### config.mk
export PLATFORM = sky130hd
export DESIGN_NAME = spi_prot_trig
export DESIGN_NICKNAME = d
export VERILOG_FILES = /design/src/rtl/spi_prot_trig.sv
export SDC_FILE = /design/constraint.sdc
export NUM_CORES = 1
export LEC_CHECK = 0
export ABC_AREA = 1
export CELL_PAD_IN_SITES_DETAIL_PLACEMENT = 0
export CELL_PAD_IN_SITES_GLOBAL_PLACEMENT = 1
export CORE_AREA = 2 2 71 73
export CTS_CLUSTER_DIAMETER = 150
export DETAILED_ROUTE_END_ITERATION = 8
export DIE_AREA = 0 0 73 75
export PLACE_DENSITY = 0.79
export SYNTH_ARGS = -nofsm -noshare
export SYNTH_HDL_FRONTEND = slang
export SYNTH_SLANG_ARGS = --single-unit
### constraint.sdc
create_clock -name clk -period 3.5 [get_ports clk]
set_input_delay 0.525 -clock clk [delete_from_list [all_inputs] [get_ports clk]]
set_output_delay 0.525 -clock clk [all_outputs]
set_load 0.01 [all_outputs]
### src/rtl/spi_prot_trig.sv
// SPI protocol trigger: synchronizes SS_n/SCLK/MOSI, captures each SPI frame
// MSB first and pulses SPItrig for one clock when a complete frame matches a masked 8- or 16-bit pattern.
module spi_prot_trig #(
  parameter int unsigned SYNC_STG = 2
) (
  input  logic        clk,
  input  logic        rst,
  input  logic        SS_n,
  input  logic        SCLK,
  input  logic        MOSI,
  input  logic        trig_en,
  input  logic        edg,
  input  logic        len8,
  input  logic [15:0] match,
  input  logic [15:0] mask,
  output logic        busy,
  output logic        SPItrig
);

  typedef enum logic {IDLE, RX} state_t;

  state_t              state;
  logic [SYNC_STG-1:0] ss_sync;
  logic [SYNC_STG-1:0] sclk_sync;
  logic [SYNC_STG-1:0] mosi_sync;
  logic                ss_ff;
  logic                sclk_ff;
  logic                ss_s;
  logic                sclk_s;
  logic                mosi_s;
  logic                ss_fall;
  logic                ss_rise;
  logic                sclk_edge;
  logic [15:0]         shft;
  logic [4:0]          bit_cnt;
  logic                hit;

  // Synchronizers reset to bus-idle levels so reset release creates no edges.
  always_ff @(posedge clk or posedge rst) begin
    if (rst) begin
      ss_sync   <= '1;
      sclk_sync <= '1;
      mosi_sync <= '0;
      ss_ff     <= 1'b1;
      sclk_ff   <= 1'b1;
    end else begin
      ss_sync   <= {ss_sync[SYNC_STG-2:0], SS_n};
      sclk_sync <= {sclk_sync[SYNC_STG-2:0], SCLK};
      mosi_sync <= {mosi_sync[SYNC_STG-2:0], MOSI};
      ss_ff     <= ss_sync[SYNC_STG-1];
      sclk_ff   <= sclk_sync[SYNC_STG-1];
    end
  end

  assign ss_s      = ss_sync[SYNC_STG-1];
  assign sclk_s    = sclk_sync[SYNC_STG-1];
  assign mosi_s    = mosi_sync[SYNC_STG-1];
  assign ss_fall   = ~ss_s & ss_ff;
  assign ss_rise   = ss_s & ~ss_ff;
  assign sclk_edge = edg ? (sclk_s & ~sclk_ff) : (~sclk_s & sclk_ff);

  always_comb begin
    hit = 1'b0;
    if (len8)
      hit = (bit_cnt == 5'd8) && (((shft[7:0] ^ match[7:0]) & ~mask[7:0]) == '0);
    else
      hit = (bit_cnt == 5'd16) && (((shft ^ match) & ~mask) == '0);
  end

  // An SCLK edge coincident with SS_n deassert is dropped: frame end takes priority.
  always_ff @(posedge clk or posedge rst) begin
    if (rst) begin
      state   <= IDLE;
      shft    <= '0;
      bit_cnt <= '0;
      busy    <= 1'b0;
      SPItrig <= 1'b0;
    end else begin
      SPItrig <= 1'b0;
      case (state)
        IDLE: begin
          if (ss_fall) begin
            state   <= RX;
            busy    <= 1'b1;
            shft    <= '0;
            bit_cnt <= '0;
          end
        end
        RX: begin
          if (ss_rise) begin
            state   <= IDLE;
            busy    <= 1'b0;
            SPItrig <= hit & trig_en;
          end else if (sclk_edge) begin
            shft <= {shft[14:0], mosi_s};
            if (bit_cnt != 5'd31)
              bit_cnt <= bit_cnt + 5'd1;
          end
        end
      endcase
    end
  end

endmodule

==> run summary, run 1 <==
Status -> finished, final reports clean
Num CTS Buffers -> 5
Rows -> 25
NetSw -> 0.304 mW
Post-DP HPWL -> 2590 um
Cell variety after synth -> 24
FFs w/ async S/R, synth -> 100%
Switching share of total power -> 29.7%
Normalized max-slew margin -> 65.5%
ANT nets after route -> 0
Commonest register cell after synthesis -> dfrtp_1
Clk_lat worst skew -> 280 ps
Peak VDD IR -> 0.228 mV
Worst Setup End Kind -> flip-flop
Share of cells above drive strength 1 -> 16.7%
Maxcap violations -> 0
Max Slew Vio Count -> 0
Internal Power -> 0.720 mW
Hold path startpoint -> mosi_sync[0]
Pwr/cell area -> 442 mW/mm^2
Average wire per standard cell -> 10.9 um
Critical R2R Launch -> ss_ff
Largest net degree at the start of global routing -> 33
Die area -> 0.00548 mm^2
Final Util -> 49.7%
Crit path required time -> 3660 ps
Setup slack after layout -> 1460 ps
RSZ-0062 raised after global routing -> false
H-Tree Depth -> 2
Synthesized Nets -> 261
First-pass GRT wire length -> 5900 um
Fin Setup TNS -> 0 ps
Final WL -> 3460 um
Routability cong. -> 0.760
Post-Synthesis Cell Area -> 0.00175 mm^2
Combinational power share -> 23.0%
CTS tree -> yes
Leakage -> 1.05 nW
Width of the die -> 73 um
R2r endpoint -> bit_cnt[3]
Syn Inst Count -> 218
Syn-to-layout area delta -> 32.5%
Clk sinks -> 32
Clock Tree Buf Depth -> 2
Initial antenna violation count -> 0
Pwr Total -> 1.02 mW
Clk pwr share -> 33.6%
Vias in the first global route -> 1331
Launch point of the critical path -> edg
CP max FO -> 21
CTS clk-pin slew, worst paths -> 60 ps
Most frequent cells in the layout -> nand2_1, clkdlybuf4s50_1, inv_1, dfrtp_1, nor2_1
Root Driver -> clkbuf_8
Number of synthesized flops with an enable pin -> 0
Setup crit start kind -> input pin
Via count -> 1446
Setup Viol. Count Final -> 0
Sequential share of power -> 43.4%
Number of setup buffers added after CTS -> 0
DRT Pass-1 Iters -> 4
Tcrit/Tclk final -> 58.2%
Setup slack, reg-to-reg -> 1570 ps
Fmax -> 0.491 GHz
WP data arrival -> 2200 ps
Iter 0 DRT Violations -> 89
Crit path kind -> input pin to flip-flop
Hold Crit Class -> flip-flop to flip-flop
Initial core utilization -> 37.5%
Mean Syn Cell Area -> 8.01 um^2
Seq/Total Area, Yosys -> 46.3%
Grt ovf -> 0
N_diodes -> 0
Nets -> 306
Num ports -> 42
R2r worst-path depth -> 7
Cts hold-fix bufs -> 0
Number of buffers added on ports -> 41
Clock Skew -> 7.69 ps
DR vias/cell -> 4.55
Cell taking the most area after synthesis -> dfrtp_1
Final Critical Period -> 2040 ps
Post-synthesis register bit count -> 32
Top-area cell type share of the netlist area -> 37.2%
Residual DRC -> 0
Worst Setup Slack post-DPL -> 1150 ps
Critical path destination -> bit_cnt[3]
Commonest non-fill, non-tap cell in the layout -> nand2_1
Slew @ Worst Pin -> 517 ps
Post_cts resized -> 0
Ranking of synthesized cells by area -> dfrtp_1, nand2_1, dfstp_2
Chip Height -> 75 um
Yosys warnings -> 0
GRT Util Overall -> 14.2%
Core ar. -> 0.00466 mm^2
Hold Vio Cnt, Final -> 0
==> per-stage QoR <==
| stage | hold slack, ps | instances | cell area [um^2] |
|---|---|---|---|
| 6_report | 350 | 318 | 2310 |
| 3_5_place_dp | 336 | 310 | 2210 |
| 4_1_cts | 350 | 318 | 2310 |
| 3_3_place_gp | 332 | 310 | 2210 |
| 2_1_floorplan | 331 | 218 | 1750 |
| 5_1_grt | 355 | 318 | 2310 |
==> final cells by class <==
class	count	area (um^2)
Tap cell	54	67.6
Fill cell	468	2350
Clock inverter	2	35.0
Timing Repair Buffer	43	425
Clock buffer	6	72.6
Sequential cell	32	808
Inverter	34	128
Multi-Input combinational cell	147	778
==> layer usage <==
metal / wire [um] / up-vias / part of all wire [%] / global-route usage, %
met5: 0 / - / 0 / 0
met4: 40 / 0 / 1.2 / 5.56
met3: 149 / 5 / 4.3 / 4.28
met2: 1620 / 31 / 47 / 22.6
met1: 1650 / 636 / 48 / 18.3
li1: - / 774 / - / -
==> worst max-delay path, stage by stage <==
cell             delay, ps
clkdlybuf4s50_1        410
nand3b_1               150
nand3_1                 90
nand2_2                160
inv_2                  440
nand2_2                240
nand2_1                120
o21ai_1                 60
==> sequential cells by signal, summed over array words and instances, names as in the netlist, 2 cells and up <==
register   count
sclk_sync      2
bit_cnt        5
ss_sync        2
mosi_sync      2
shft          16
==> kinds of logic (layout without fill, tap and decap cells) <==
logic type	Yosys count	count (layout)	synth area share, %
AND/OR/NAND/NOR	118	118	32.2
buffers and inverters	39	85	9.17
AO/OA/AOI/OAI	26	26	10.2
flip-flops	32	32	46.3
adder cells (fa/ha/maj)	3	3	2.15
==> worst min-delay path by stage <==
stage	slack [ps]	depth (start not counted)	endpoint
after floorplan	330	0	mosi_sync[1]
after global placement	330	0	mosi_sync[1]
after detailed placement	340	0	mosi_sync[1]
after CTS	350	0	mosi_sync[1]
after global routing	350	0	mosi_sync[1]
final	350	0	mosi_sync[1]
==> cells in the mapped netlist, types with 2 or more instances <==
cell       n
buf_2      2
nand2_1   62
or2_1      2
inv_1     30
inv_2      4
nand3b_1   5
dfstp_2    6
dfrtp_1   26
o31ai_1    2
a21oi_1    3
o21ai_1    9
nand3_1   12
o21ai_2   11
ha_1       3
nand2_2    2
nor2_1    21
nand3_2   11
==> power groups by stage <==
stage,Sequential [mW],Clock (mW),Combinational [mW]
2_1_floorplan,0.443,0,0.161
3_3_place_gp,0.449,0,0.237
3_5_place_dp,0.450,0,0.240
4_1_cts,0.443,0.356,0.241
5_1_grt,0.449,0.370,0.271
6_report,0.444,0.344,0.236
No activity file was read; power rests on OpenSTA's default activity.
==> inputs of run 2 (changes only) <==
CORE_AREA = 2 2 77 79   (was 2 2 71 73)
DIE_AREA = 0 0 79 81   (was 0 0 73 75)
PLACE_DENSITY = 0.71   (was 0.79)
clock period = 1.68 ns   (was 3.5 ns; I/O delays follow)
==> run 2 against run 1 <==
Against the previous run:
- highest routed layer unchanged
- largest cell class unchanged
- total power is 99% higher
- critical path type is now flip-flop to output port
- wire length is 1.7% higher
- sequential share of layout area is 0.58 points lower
- core utilization is 8.2 points lower
- clock skew is 1.9 ps lower
==> run summary, run 2 (synthesis results as in run 1) <==
Fmax -> 0.696 GHz
Final WL -> 3520 um
Syn-to-layout area delta -> 34.7%
Clock Skew -> 5.77 ps
Crit path required time -> 1430 ps
Num ports -> 42
FF/Latch Area -> 808 um^2
Residual DRC -> 0
WP data arrival -> 1180 ps
Routability cong. -> 0.736
Via count -> 1452
Max Slew Vio Count -> 0
Initial core utilization -> 30.8%
Post_cts resized -> 0
CTS tree -> yes
RSZ-0062 raised after global routing -> false
CP max FO -> 2
First-pass GRT wire length -> 6300 um
Launch point of the critical path -> busy
Largest net degree at the start of global routing -> 33
Pwr/cell area -> 867 mW/mm^2
Worst Setup Slack post-DPL -> 189 ps
Post-route cell area -> 0.00235 mm^2
Hold Vio Cnt, Final -> 0
Crit path max-delay family -> buffers and inverters
Commonest non-fill, non-tap cell in the layout -> nand2_1
Die area -> 0.00640 mm^2
Crit path kind -> flip-flop to output port
Normalized max-slew margin -> 73.1%
Worst path bufs/invs -> 1
N_diodes -> 0
DRT Pass-1 Iters -> 4
Width of the die -> 79 um
Hold Crit Class -> input pin to async pin
Num CTS Buffers -> 5
GRT Util Overall -> 12.8%
Worst Setup End Kind -> output port
Dpl cell area -> 0.00226 mm^2
Fin Setup TNS -> 0 ps
Nets -> 308
Worst-path cell chain -> clkdlybuf4s50_1
Slowest CP cell -> clkdlybuf4s50_1
Chip Height -> 81 um
Root Driver -> clkbuf_8
Multi-input gate area -> 778 um^2
ANT nets after route -> 0
Max reg flops -> 16
Clk sinks -> 32
Final Util -> 41.5%
Tcrit/Tclk final -> 85.5%
Peak VDD IR -> 0.501 mV
Grt ovf -> 0
H-Tree Depth -> 2
Top Registers -> shft: 16 flops, bit_cnt: 5 flops
Setup crit start kind -> flip-flop
Initial antenna violation count -> 0
CTS clk-pin slew, worst paths -> 70 ps
Maxcap violations -> 0
Clk_lat worst skew -> 280 ps
Cts hold-fix bufs -> 0
Number of buffers added on ports -> 41
Largest stage delay, worst path -> 540 ps
Layout fillers -> 611
Vias in the first global route -> 1450
Clock Tree Buf Depth -> 2
Rows -> 28
Setup Viol. Count Final -> 0
Iter 0 DRT Violations -> 41
Critical R2R Launch -> bit_cnt[0]
Average wire per standard cell -> 10.3 um
Core ar. -> 0.00568 mm^2
Final Critical Period -> 1440 ps
Setup slack after layout -> 243 ps
Share of cells above drive strength 1 -> 17.7%
Post-DP HPWL -> 2700 um
Number of setup buffers added after CTS -> 0
Top reg by flops -> shft
Most frequent cells in the layout -> nand2_1, clkdlybuf4s50_1, inv_1, dfrtp_1, nor2_1
DR vias/cell -> 4.26
Leakage -> 1.05 nW
Slew @ Worst Pin -> 403 ps
Status -> finished, final reports clean
## run 2: changes by cell type in the layout (fill, tap and decap cells not counted), sizes merged
cell and delta:
buf +2, bufinv -1, clkbuf -1, clkinvlp +2
## run 2: routing by layer
layer | GRT usage [%] | share of wire [%] | vias up
li1 | - | - | 776
met1 | 15.4 | 46 | 639
met2 | 21.5 | 46 | 33
met3 | 3.22 | 5.7 | 4
met4 | 5.69 | 1.9 | 0
met5 | 0 | 0 | -
## run 2: area by class of cell
cell class	instances	share of cell area, %
clock buffer	5	2.92
tap	75	3.99
sequential	32	34.3
clock inverter	3	1.01
timing repair buffer	45	19.2
inverter	34	5.42
multi-input combinational	147	33.1
## run 2: final timing paths
kind                                 to  slack, ps  cells past startpoint
max                                busy        240                      1
max in group asynchronous       sclk_ff       1010                      3
min in group clk           sclk_sync[1]        360                      0
max reg2reg                  bit_cnt[3]        250                      8
min                        mosi_sync[0]        340                      3
min reg2reg                sclk_sync[1]        360                      0
## run 2: where the power goes
part           switching, mW  total (mW)  internal, mW
logic                  0.280       0.519         0.239
registers             0.0817       0.929         0.847
clock network          0.299       0.592         0.293
## run 2: worst reg2reg max path: stages (launching register included)
cell and delay (ps):
dfrtp_1 430, ha_1 220, nand2_1 80, nor2_1 50, ha_1 170, nand2_1 70, nand2_2 130, nand2_1 90
o21ai_1 60
## run 2: stage by stage
step	power [mW]	hold WS [ps]	std cells
floorplan	1.26	256	218
global placement	1.47	335	333
detailed placement	1.47	347	333
CTS	2.08	349	341
global route	2.19	350	341
finish	2.04	341	341
==> inputs of run 3 (changes only) <==
CORE_AREA = 2 2 108 58   (was 2 2 77 79)
DIE_AREA = 0 0 110 60   (was 0 0 79 81)
PLACE_DENSITY = 0.7   (was 0.71)
==> run 3 against run 2 <==
Against the previous run:
- fmax increased by 0.35%
- critical endpoint is now bit_cnt[3]
- clock power is 6.3% higher
- global-route usage is 0.25 points lower
- register-to-register slack barely moved
- via count shrank 1.7%
- total power up 2.8%
- flip-flop and latch count did not move
- clock-buffer cell count is 2 higher
==> run summary, run 3 (synthesis results as in run 1) <==
Status -> finished, final reports clean
DRT Pass-1 Iters -> 4
Final Critical Period -> 1430 ps
DR vias/cell -> 4.16
Worst Setup Slack post-DPL -> 203 ps
GRT Util Overall -> 12.5%
Number of setup buffers added after CTS -> 0
Grt ovf -> 0
Peak VDD IR -> 0.453 mV
Routability cong. -> 0.783
Num CTS Buffers -> 5
Hold Vio Cnt, Final -> 0
Slew @ Worst Pin -> 449 ps
Normalized max-slew margin -> 70.1%
Nets -> 309
Final WL -> 3710 um
Top Registers -> shft: 16 flops, bit_cnt: 5 flops
Most frequent cells in the layout -> nand2_1, clkdlybuf4s50_1, inv_1, dfrtp_1, nor2_1
Num ports -> 42
Die area -> 0.00660 mm^2
Commonest non-fill, non-tap cell in the layout -> nand2_1
Setup slack after layout -> 248 ps
Clock Tree Buf Depth -> 2
Number of buffers added on ports -> 41
Hold Crit Class -> input pin to async pin
CTS tree -> yes
Max Slew Vio Count -> 0
Average wire per standard cell -> 10.8 um
Final Util -> 41.5%
Syn-to-layout area delta -> 36.2%
Initial core utilization -> 30.5%
Largest net degree at the start of global routing -> 24
First-pass GRT wire length -> 6020 um
Iter 0 DRT Violations -> 112
Top reg by flops -> shft
Tcrit/Tclk final -> 85.2%
Clk sinks -> 32
Chip Height -> 60 um
Dpl cell area -> 0.00228 mm^2
WHS -> 272 ps
Vias in the first global route -> 1271
Clk_lat worst skew -> 280 ps
Share of cells above drive strength 1 -> 17.7%
Initial antenna violation count -> 0
Pwr Total -> 2.10 mW
Setup crit start kind -> flip-flop
Fmax -> 0.699 GHz
CTS clk-pin slew, worst paths -> 60 ps
Maxcap violations -> 0
Final Instance Count excl. Fillers -> 343
Residual DRC -> 0
WP data arrival -> 1640 ps
Worst Setup End Kind -> flip-flop
Fin Setup TNS -> 0 ps
Post_cts resized -> 0
Cts hold-fix bufs -> 0
Leakage -> 1.07 nW
Crit path required time -> 1890 ps
Via count -> 1428
Rows -> 20
Clock Skew -> 3.96 ps
Pwr/cell area -> 881 mW/mm^2
Post-DP HPWL -> 2840 um
Core ar. -> 0.00573 mm^2
H-Tree Depth -> 2
Width of the die -> 110 um
Max reg flops -> 16
Post-route cell area -> 0.00238 mm^2
N_diodes -> 0
Setup Viol. Count Final -> 0
RSZ-0062 raised after global routing -> false
Root Driver -> clkbuf_8
Crit path kind -> flip-flop to flip-flop
CP max FO -> 10
Dpl cells -> 336
ANT nets after route -> 0
[run 3: cell types whose count changed in the layout (fill, tap and decap cells not counted)]
cell / change
buf_12: +1
clkbuf_8: +2
clkinv_4: -1
clkinvlp_4: -2
[run 3: metal layers]
| layer | part of all wire (%) | global-route usage (%) | up-vias |
|---|---|---|---|
| li1 | - | - | 782 |
| met1 | 56 | 19.0 | 602 |
| met4 | 1.5 | 4.34 | 0 |
| met2 | 34 | 15.9 | 36 |
| met3 | 8.1 | 4.47 | 8 |
| met5 | 0 | 0 | - |
[run 3: where the power goes]
| part | leakage, nW | switching (mW) | internal [mW] | total (mW) |
|---|---|---|---|---|
| sequential | 0.414 | 0.0731 | 0.848 | 0.921 |
| combinational | 0.607 | 0.299 | 0.248 | 0.547 |
| clock | 0.0503 | 0.265 | 0.364 | 0.629 |
| total | 1.07 | 0.636 | 1.46 | 2.10 |
[run 3: final timing paths]
kind	cells past startpoint	start	slack [ps]	endpoint
setup / recovery	8	bit_cnt[0]	250	bit_cnt[3]
hold / removal	2	rst	270	busy
setup reg to reg	8	bit_cnt[0]	250	bit_cnt[3]
hold reg to reg	0	mosi_sync[0]	350	mosi_sync[1]
max in group asynchronous	3	rst	870	sclk_ff
min in group clk	0	mosi_sync[0]	350	mosi_sync[1]
[run 3: cell type report]
class / instances / area (um^2)
Fill cell: 585 / 3350
Inverter: 34 / 128
Timing Repair Buffer: 46 / 473
Clock buffer: 7 / 96.3
Sequential cell: 32 / 808
Multi-Input combinational cell: 147 / 778
Tap cell: 77 / 96.3
[run 3: worst max-delay path, stage by stage (launching register included)]
cell and delay, ps:
dfrtp_1 420, ha_1 190, nand2_1 70, nor2_1 140, ha_1 160, nand2_1 60
nand2_2 170, nand2_1 70, o21ai_1 80
